[src/rtl/line_ram_arbiter_if.sv]
// ----------------------------------------------------------------------------
// line_ram_arbiter_if
// Requester-side bundle for one port of the luma line RAM arbiter.
// One instance per requester (intra_pred_fsm, deblocking filter).
//
// Signals
//   req     requester -> arbiter  access wanted this cycle
//   lock    requester -> arbiter  keep ownership next cycle (burst)
//   wr_n    requester -> arbiter  0 = write, 1 = read
//   addr    requester -> arbiter  line RAM word address
//   wdata   requester -> arbiter  write data
//   gnt     arbiter -> requester  access performed this cycle (combinational)
//   rvalid  arbiter -> requester  shared ram_rdata carries this port's read
//
// Modports
//   master  requester view
//   slave   arbiter view
// ----------------------------------------------------------------------------
interface line_ram_arbiter_if #(
  parameter int ADDR_BITS = 10,
  parameter int DATA_BITS = 32
);
  logic                 req;
  logic                 lock;
  logic                 wr_n;
  logic [ADDR_BITS-1:0] addr;
  logic [DATA_BITS-1:0] wdata;
  logic                 gnt;
  logic                 rvalid;

  modport master (
    output req, lock, wr_n, addr, wdata,
    input  gnt, rvalid
  );

  modport slave (
    input  req, lock, wr_n, addr, wdata,
    output gnt, rvalid
  );
endinterface

[src/rtl/line_ram_arbiter.sv]
// ----------------------------------------------------------------------------
// line_ram_arbiter
// Shares the single-port luma line RAM (upper-row pixel store) between
// port A (intra_pred_fsm preload reads / write-back) and port B (deblocking
// filter). Fixed priority to A, a starvation guard for B, and burst locking
// so that a multi-word preload is not split.
//
// Ports
//   clk        clock
//   rst_n      synchronous reset, active low; forces RAM strobes idle
//   ena        global enable; low freezes arbitration state
//   a_port     requester A (slave modport of line_ram_arbiter_if)
//   b_port     requester B (slave modport of line_ram_arbiter_if)
//   ram_addr   RAM address (holds last granted address when idle)
//   ram_wr_n   RAM write strobe, active low
//   ram_wdata  RAM write data (holds last granted data when idle)
//
// Owner states
//   state    | meaning
//   OWN_NONE | no burst in progress, plain priority arbitration
//   OWN_A    | A holds a lock; A wins while it requests and budget remains
//   OWN_B    | B holds a lock; B wins while it requests and budget remains
// ----------------------------------------------------------------------------
module line_ram_arbiter #(
  parameter int ADDR_BITS = 10,
  parameter int DATA_BITS = 32,
  parameter int MAX_WAIT  = 4,
  parameter int MAX_LOCK  = 8
) (
  input  logic                 clk,
  input  logic                 rst_n,
  input  logic                 ena,
  line_ram_arbiter_if.slave    a_port,
  line_ram_arbiter_if.slave    b_port,
  output logic [ADDR_BITS-1:0] ram_addr,
  output logic                 ram_wr_n,
  output logic [DATA_BITS-1:0] ram_wdata
);

  localparam logic [1:0] OWN_NONE = 2'd0;
  localparam logic [1:0] OWN_A    = 2'd1;
  localparam logic [1:0] OWN_B    = 2'd2;

  localparam int WAIT_W = (MAX_WAIT > 0) ? $clog2(MAX_WAIT + 1) : 1;
  localparam int LOCK_W = (MAX_LOCK > 0) ? $clog2(MAX_LOCK + 1) : 1;

  localparam logic [WAIT_W-1:0] WAIT_LOAD  = WAIT_W'(MAX_WAIT);
  localparam logic [LOCK_W-1:0] LOCK_LOAD  = LOCK_W'(MAX_LOCK);
  // A fresh lock has already consumed one grant of its budget.
  localparam logic [LOCK_W-1:0] LOCK_FIRST = LOCK_W'((MAX_LOCK > 0) ? MAX_LOCK - 1 : 0);

  logic [1:0]           owner;
  // Down-counters: wait_left reaching zero means B has waited MAX_WAIT
  // cycles; lock_left reaching zero means the lock budget is spent.
  logic [WAIT_W-1:0]    wait_left;
  logic [LOCK_W-1:0]    lock_left;
  logic [ADDR_BITS-1:0] addr_q;
  logic [DATA_BITS-1:0] wdata_q;

  logic lock_live;
  logic own_a_hit;
  logic own_b_hit;
  logic starve;
  logic gnt_a;
  logic gnt_b;
  logic gnt_own;
  logic gnt_lock;

  assign lock_live = (lock_left != '0);
  assign own_a_hit = (owner == OWN_A) && a_port.req && lock_live;
  assign own_b_hit = (owner == OWN_B) && b_port.req && lock_live;
  assign starve    = b_port.req && (wait_left == '0);

  // Priority order: live lock owner, starving B, A, B. A live A lock sits
  // above the starvation override so a burst is never pre-empted.
  always_comb begin
    gnt_a = 1'b0;
    gnt_b = 1'b0;
    if (rst_n && ena) begin
      if (own_a_hit)        gnt_a = 1'b1;
      else if (own_b_hit)   gnt_b = 1'b1;
      else if (starve)      gnt_b = 1'b1;
      else if (a_port.req)  gnt_a = 1'b1;
      else if (b_port.req)  gnt_b = 1'b1;
    end
  end

  // Grant came through the lock path (continuing burst) rather than fresh
  // arbitration; only then does the lock budget keep counting down.
  assign gnt_own  = rst_n && ena && (own_a_hit || own_b_hit);
  assign gnt_lock = (gnt_a && a_port.lock) || (gnt_b && b_port.lock);

  assign a_port.gnt = gnt_a;
  assign b_port.gnt = gnt_b;

  always_comb begin
    ram_wr_n  = 1'b1;
    ram_addr  = addr_q;
    ram_wdata = wdata_q;
    if (!rst_n) begin
      ram_addr  = '0;
      ram_wdata = '0;
    end else if (gnt_a) begin
      ram_wr_n  = a_port.wr_n;
      ram_addr  = a_port.addr;
      ram_wdata = a_port.wdata;
    end else if (gnt_b) begin
      ram_wr_n  = b_port.wr_n;
      ram_addr  = b_port.addr;
      ram_wdata = b_port.wdata;
    end
  end

  always_ff @(posedge clk) begin
    if (!rst_n) begin
      owner         <= OWN_NONE;
      wait_left     <= WAIT_LOAD;
      lock_left     <= LOCK_LOAD;
      addr_q        <= '0;
      wdata_q       <= '0;
      a_port.rvalid <= 1'b0;
      b_port.rvalid <= 1'b0;
    end else begin
      // Read data returns one cycle after the access, independent of ena.
      a_port.rvalid <= gnt_a && a_port.wr_n;
      b_port.rvalid <= gnt_b && b_port.wr_n;

      if (gnt_a || gnt_b) begin
        addr_q  <= ram_addr;
        wdata_q <= ram_wdata;
      end

      if (ena) begin
        if (gnt_lock) begin
          owner     <= gnt_a ? OWN_A : OWN_B;
          lock_left <= gnt_own ? lock_left - LOCK_W'(1) : LOCK_FIRST;
        end else begin
          owner     <= OWN_NONE;
          lock_left <= LOCK_LOAD;
        end

        if (gnt_b || !b_port.req) begin
          wait_left <= WAIT_LOAD;
        end else if (wait_left != '0) begin
          wait_left <= wait_left - WAIT_W'(1);
        end
      end
    end
  end

endmodule

[src/flat_wrapper.sv]
// flat-port wrapper written by rule: the top's interface ports become plain ports
module line_ram_arbiter_flat 
#(
  parameter int ADDR_BITS = 10,
  parameter int DATA_BITS = 32,
  parameter int MAX_WAIT  = 4,
  parameter int MAX_LOCK  = 8
)
  (clk, rst_n, ena, ram_addr, ram_wr_n, ram_wdata, a_port_req, a_port_lock, a_port_wr_n, a_port_addr, a_port_wdata, a_port_gnt, a_port_rvalid, b_port_req, b_port_lock, b_port_wr_n, b_port_addr, b_port_wdata, b_port_gnt, b_port_rvalid);
  line_ram_arbiter_if #(.ADDR_BITS(ADDR_BITS), .DATA_BITS(DATA_BITS)) a_port_i ();
  line_ram_arbiter_if #(.ADDR_BITS(ADDR_BITS), .DATA_BITS(DATA_BITS)) b_port_i ();
  input  logic clk;
  input  logic rst_n;
  input  logic ena;
  output logic [ADDR_BITS-1:0] ram_addr;
  output logic ram_wr_n;
  output logic [DATA_BITS-1:0] ram_wdata;
  input wire logic [$bits(a_port_i.req)-1:0] a_port_req;
  input wire logic [$bits(a_port_i.lock)-1:0] a_port_lock;
  input wire logic [$bits(a_port_i.wr_n)-1:0] a_port_wr_n;
  input wire logic [$bits(a_port_i.addr)-1:0] a_port_addr;
  input wire logic [$bits(a_port_i.wdata)-1:0] a_port_wdata;
  output wire logic [$bits(a_port_i.gnt)-1:0] a_port_gnt;
  output wire logic [$bits(a_port_i.rvalid)-1:0] a_port_rvalid;
  input wire logic [$bits(b_port_i.req)-1:0] b_port_req;
  input wire logic [$bits(b_port_i.lock)-1:0] b_port_lock;
  input wire logic [$bits(b_port_i.wr_n)-1:0] b_port_wr_n;
  input wire logic [$bits(b_port_i.addr)-1:0] b_port_addr;
  input wire logic [$bits(b_port_i.wdata)-1:0] b_port_wdata;
  output wire logic [$bits(b_port_i.gnt)-1:0] b_port_gnt;
  output wire logic [$bits(b_port_i.rvalid)-1:0] b_port_rvalid;
  assign a_port_i.req = a_port_req;
  assign a_port_i.lock = a_port_lock;
  assign a_port_i.wr_n = a_port_wr_n;
  assign a_port_i.addr = a_port_addr;
  assign a_port_i.wdata = a_port_wdata;
  assign a_port_gnt = a_port_i.gnt;
  assign a_port_rvalid = a_port_i.rvalid;
  assign b_port_i.req = b_port_req;
  assign b_port_i.lock = b_port_lock;
  assign b_port_i.wr_n = b_port_wr_n;
  assign b_port_i.addr = b_port_addr;
  assign b_port_i.wdata = b_port_wdata;
  assign b_port_gnt = b_port_i.gnt;
  assign b_port_rvalid = b_port_i.rvalid;
  line_ram_arbiter #(.ADDR_BITS(ADDR_BITS), .DATA_BITS(DATA_BITS), .MAX_WAIT(MAX_WAIT), .MAX_LOCK(MAX_LOCK)) u_core (.clk(clk), .rst_n(rst_n), .ena(ena), .a_port(a_port_i), .b_port(b_port_i), .ram_addr(ram_addr), .ram_wr_n(ram_wr_n), .ram_wdata(ram_wdata));
endmodule
[config.mk]
export PLATFORM = sky130hd
export DESIGN_NAME = line_ram_arbiter_flat
export DESIGN_NICKNAME = d
export VERILOG_FILES = /design/src/rtl/line_ram_arbiter_if.sv /design/src/rtl/line_ram_arbiter.sv /design/src/flat_wrapper.sv
export SDC_FILE = /design/constraint.sdc
export NUM_CORES = 1
export LEC_CHECK = 0
export CAP_MARGIN = 15
export CELL_PAD_IN_SITES_DETAIL_PLACEMENT = 1
export CELL_PAD_IN_SITES_GLOBAL_PLACEMENT = 2
export CORE_MARGIN = 2
export CORE_UTILIZATION = 20
export CTS_CLUSTER_DIAMETER = 50
export DETAILED_ROUTE_END_ITERATION = 16
export PLACE_DENSITY_LB_ADDON = 0.2
export SYNTH_ARGS = -nofsm -noshare
export SYNTH_HDL_FRONTEND = slang
export SYNTH_SLANG_ARGS = --single-unit
export TNS_END_PERCENT = 50
[constraint.sdc]
create_clock -name clk -period 2.9 [get_ports clk]
set_input_delay 0.58 -clock clk [delete_from_list [all_inputs] [get_ports clk]]
set_output_delay 0.58 -clock clk [all_outputs]
set_load 0.01 [all_outputs]
# Yosys cells after proc, flatten, opt, wreduce, memory -nomap -nowiden
# Cells that the tools add are included.
# totals
regBits	53
word_cells	58
# op_classes
add_sub_neg	2
eq_ne	2
muxes	26
reduce_logical	21
# op_table
cell	count
2-to-1 mux 32 bit	3
2-to-1 mux 10 bit	3
2-to-1 mux 1 bit	14
logical AND 1 bit	11
2-to-1 mux 4 bit	2
2-to-1 mux 3 bit	2
logical OR 1 bit	4
2-to-1 mux 2 bit	2
nonzero test 4 bit	1
subtractor 4 x 1 -> 4 bit, second input constant	1
logical NOT 3 bit	1
nonzero test 3 bit	1
subtractor 3 x 1 -> 3 bit, second input constant	1
== test 2 x 1 -> 1 bit, second input constant	1
== test 2 bit, second input constant	1
AND reduction 2 bit	1
nonzero test 2 bit	1
logical NOT 1 bit	1

# Depth between registers and ports, before layout
# logic_depth
word_depth	9
ltp_mapped	9
ltp_nobuf	7

# Least setup slack after synthesis
# OpenSTA, ideal clock, no wires.
# synth_timing
path_type	input port to output port
startpoint	in ena
endpoint	out ram_addr[0]
arrival_ns	1.765
required_ns	2.320
slack_ns	0.555
stages	6
n_path_buf	2
path_cell_list	clkbuf_1 -> o21a_1 -> nor2_1 -> buf_1 -> a22oi_2 -> nand2_1
# synth_between
elab_chain_len	5
word_cells_on_any_way	6
# synth_rtl
item	line	rtl
start: declaration	flat_wrapper.sv:14	input logic ena;
logical AND 1 bit *	line_ram_arbiter.sv:79	if (rst_n && ena) begin
2-to-1 mux 1 bit	line_ram_arbiter.sv:79	
2-to-1 mux 10 bit	line_ram_arbiter.sv:107	end else if (gnt_b) begin
2-to-1 mux 10 bit *	line_ram_arbiter.sv:103	end else if (gnt_a) begin
2-to-1 mux 10 bit *	line_ram_arbiter.sv:100	if (!rst_n) begin
end: declaration	flat_wrapper.sv:15	output logic [ADDR_BITS-1:0] ram_addr;
# Every way passes the cells marked *; elsewhere a longest branch is shown, timed or not.

# Worst setup path in the final report
# layout_timing
startpoint	reg u_core.lock_left[0]
endpoint	out ram_wdata[6]
# layout_between
elab_chain_len	8
word_cells_on_any_way	12
# layout_rtl
item	line	rtl
start: declaration	line_ram_arbiter.sv:56	logic [LOCK_W-1:0] lock_left;
start signal: assignment	line_ram_arbiter.sv:136	lock_left <= gnt_own ? lock_left - LOCK_W'(1) : LOCK_FIRST;
nonzero test 4 bit *	line_ram_arbiter.sv:69	assign lock_live = (lock_left != '0);
logical AND 1 bit	line_ram_arbiter.sv:71	assign own_b_hit = (owner == OWN_B) && b_port.req && lock_live;
2-to-1 mux 1 bit	line_ram_arbiter.sv:81	else if (own_b_hit) gnt_b = 1'b1;
2-to-1 mux 1 bit	line_ram_arbiter.sv:80	if (own_a_hit) gnt_a = 1'b1;
2-to-1 mux 1 bit	line_ram_arbiter.sv:79	
2-to-1 mux 32 bit	line_ram_arbiter.sv:107	
2-to-1 mux 32 bit *	line_ram_arbiter.sv:103	
2-to-1 mux 32 bit *	line_ram_arbiter.sv:100	
end: declaration	flat_wrapper.sv:17	output logic [DATA_BITS-1:0] ram_wdata;
# Marked as above.

==> run_results.csv <==
group,metric,value,unit
floorplanning,start_util,20.3,%
grt,grt_max_degree,27,
timing,finClkSkew,0.00654,ns
grt,grt_pass1_wl,14700,um
worst_setup_path,crit_buf_inv,6,
worst_setup_path,path_delay_family,"buffers and inverters",
run_status,status,"finished, final reports clean",
detailed_routing,routed_via_density,4.20,
cts,hold_buffers,0,
floorplanning,fp.dieArea,13600,sq um
timing,fin_crit,2.77,ns
synth,synth_cell_type_count,34,
synth,synthAdderAreaFrac,1.48,%
timing,finalSetupViolCount,0,
synth,synth_seq_cells,53,
cts,cts_buffer_depth,2,
synth,synth_edf_count,0,
detailed_routing,final_antenna_net_count,0,
placed_design,gp_congestion,0.742,
synth,synth_area_per_cell,8.39,sq um
floorplanning,fp.dieH,117,um
synth,yosys-top-cells-count,"nand2_1 (132), dfxtp_1 (53), a22oi_2 (36)",
synth,synth-simple-area-share,25.4,%
synth,synth_top_area_cell,"dfxtp_1",
layout,final_layout_size_suffix_gt1_share,34.6,%
worst_setup_path,crit_required,2.32,ns
floorplanning,die_x,117,um
layout,layout.nets,601,
synth,synth_xor_area_share,0.346,%
floorplanning,rows,41,
worst_setup_path,worstPathArrival,2.19,ns
timing,finalWorstSetupSlack,0.130,ns
power_and_ir_drop,power_density,397,nW/um^2
timing,maxSlewViolCount,0,
layout,seqCellArea,1070,sq um
worst_setup_path,cp_cell_sequence,"inv_1, ha_4, nor3b_4, buf_4, o211ai_1, a21oi_4, buf_12, buf_12, buf_12, nand2_1, nand2_1, buf_2",
timing,worst_pin_slew,0.458,ns
worst_setup_path,end_kind,"output port",
synth,ys_seq_area_share,41.9,%
layout,fillCellCount,1471,
layout,insertedDiodeCount,0,
worst_setup_path,slowest_delay,0.33,ns
placed_design,place_ws,-0.469,ns
worst_setup_path,worst-r2r-setup-slack,0.57,ns
detailed_routing,drt_iter0_drc,36,
layout,syn_to_final_growth,86.4,%
floorplanning,core_area,12500,sq um
synth,synth_mux_area_share,0,%
detailed_routing,first_pass_iters,4,
worst_setup_path,critPathSlowestCell,"dfxtp_2",
worst_setup_path,path_depth,12,
timing,slew_headroom,69.4,%
cts,cts_max_level,2,
synth,synthTopCellsByArea,"dfxtp_1 (42%), nand2_1 (20%), a22oi_2 (18%), a22oi_1 (2.4%), buf_6 (2.2%)",
power_and_ir_drop,peakVddDrop,0.000268,V
cts,path_clk_slew,0.07,ns
timing,period_share,95.5,%
synth,netlist_area,2530,sq um
worst_setup_path,crit_path_max_fanout,9,
grt,antenna_found_initial,0,
timing,fin_setup_tns,0,ns
hold_path,hold_class,"reg -> reg",
worst_setup_path,cp-start-kind,"flip-flop",
cts,cts_inserted_buffers,5,
layout,multi_input_area,1420,sq um
placed_design,port_buffers,139,
worst_setup_path,crit_end,"ram_wdata[6]",
cts,cts-root-buf,"clkbuf_16",
timing,fmaxAchievable,0.361,GHz
flow_run,cap_violations,0,
worst_setup_path,crit_start,"u_core.lock_left[0]",
synth,yosysMostFrequentCell,"nand2_1",
synth,synth_ff_type,"dfxtp_1",
cts,cts_tree,"done",
worst_setup_path,crit_type,"reg -> out",
synth,synth-compound-area-share,25.6,%
synth,synth_top_area_share,41.9,%
synth,netlist_instances,302,
timing,rsz0062_at_grt,"yes",
placed_design,hpwl,6880,um
worst_setup_path,r2r_end,"u_core.lock_left[1]",
synth,async_reset_ff_share,0,%
power_and_ir_drop,p_leak,2.29,nW
floorplanning,ioPinCount,140,
synth,synth_top_family_by_area,"compound AO/OA/AOI/OAI gates",
cts,clkSinkCount,53,
worst_setup_path,rr_startpoint,"u_core.lock_left[0]",
cts,clock_latency,0.30,ns
synth,ys_warn_count,0,
grt,grt_pass1_vias,3009,
worst_setup_path,r2r_cells,11,
worst_setup_path,crit_top_cell,"buf_12",
timing,hold_violations,0,
detailed_routing,drt_wl_total,9160,um
detailed_routing,vias,2845,
synth,synth_fp_nets,398,
grt,grt_overflow,0,
detailed_routing,wl_per_cell,13.5,um
grt,grt_use_total,14.1,%
detailed_routing,drc,0,
-- flip-flops by register name, summed over array words and instances (netlist names) --
signal                flops
u_core.b_port.rvalid      1
u_core.a_port.rvalid      1
u_core.wdata_q           32
u_core.addr_q            10
u_core.owner              2
u_core.lock_left          4
u_core.wait_left          3
-- layout by cell type, fill, tap and decap left out, drive strengths merged, types with 2 or more instances in the layout --
cell and n:
o21ai 6, clkbuf 10, dlygate4sd2 4, ha 3
nand2b 2, nand3b 2, nand2 132, and2 2
a22o 2, nor3b 2, clkdlybuf4s50 92, nor2 9
nand3 3, inv 9, dfxtp 53, o21a 2
a21oi 3, a22oi 44, buf 112
-- repair_timing --
action / in CTS / in global routing
setup buffers: 19 / 1
setup endpoints to repair: 45 / 42
gates resized for setup: 180 / 21
pin swaps: 43 / 16
cloned: 2 / 0
-- kinds of logic (layout without fill, tap and decap cells) --
group,after synthesis,in the layout
simple gates,157,157
buf+inv,24,228
xor+xnor,1,1
compound gates,64,64
fa+ha+maj,3,3
flops,53,53
-- worst min-delay path: cells and delay by family (launching register included) --
| kind | cells | cell delay (ns) |
|---|---|---|
| DFF | 1 | 0.32 |
| AOI/OAI and AO/OA | 1 | 0.06 |
| and+or+nand+nor | 1 | 0.06 |
-- metal layers --
| layer | share of wire, % | wire (um) | GRT usage (%) |
|---|---|---|---|
| met5 | 0 | 0 | 0 |
| met4 | 1.8 | 166 | 5.87 |
| met3 | 8.5 | 775 | 5.09 |
| met2 | 48 | 4380 | 23.2 |
| met1 | 42 | 3830 | 16.5 |
-- layout make-up --
| cell class | count | share of cell area (%) |
|---|---|---|
| repair buffers | 211 | 39.2 |
| multi-input cells | 225 | 30.1 |
| flip-flops and latches | 53 | 22.6 |
| well taps | 172 | 4.56 |
| clock buffers | 8 | 2.89 |
| inverters | 9 | 0.716 |
-- how the worst min path moves through the flow --
stage | to | slack [ns] | start | cells after the start
finish | u_core.wdata_q[8] | 0.47 | u_core.wdata_q[8] | 2
global placement | u_core.wdata_q[23] | 0.45 | u_core.wdata_q[23] | 2
CTS | u_core.wdata_q[5] | 0.47 | u_core.wdata_q[5] | 2
global route | u_core.addr_q[4] | 0.49 | u_core.addr_q[4] | 2
detailed placement | u_core.wdata_q[26] | 0.45 | u_core.wdata_q[26] | 2
floorplan | u_core.addr_q[0] | 0.44 | u_core.addr_q[0] | 2
-- stage by stage --
step | hold slack [ns] | utilization [%] | area (sq um) | power, W | cells
finish | 0.465 | 37.9 | 4720 | 0.00187 | 678
global route | 0.490 | 37.9 | 4720 | 0.00199 | 678
CTS | 0.471 | 38.2 | 4760 | 0.00192 | 680
detailed placement | 0.453 | 36.4 | 4530 | 0.00131 | 651
global placement | 0.447 | 36.4 | 4530 | 0.00130 | 651
floorplan | 0.439 | - | 2530 | 0.000991 | 302
-- power breakdown --
part	switching, W	total (W)	internal (W)	leakage, nW
Sequential	0.0000258	0.000807	0.000781	0.437
Combinational	0.000194	0.000468	0.000274	1.79
Clock	0.000275	0.000597	0.000322	0.0652
Total	0.000494	0.00187	0.00138	2.29
Power figures use the tool's default switching activity.
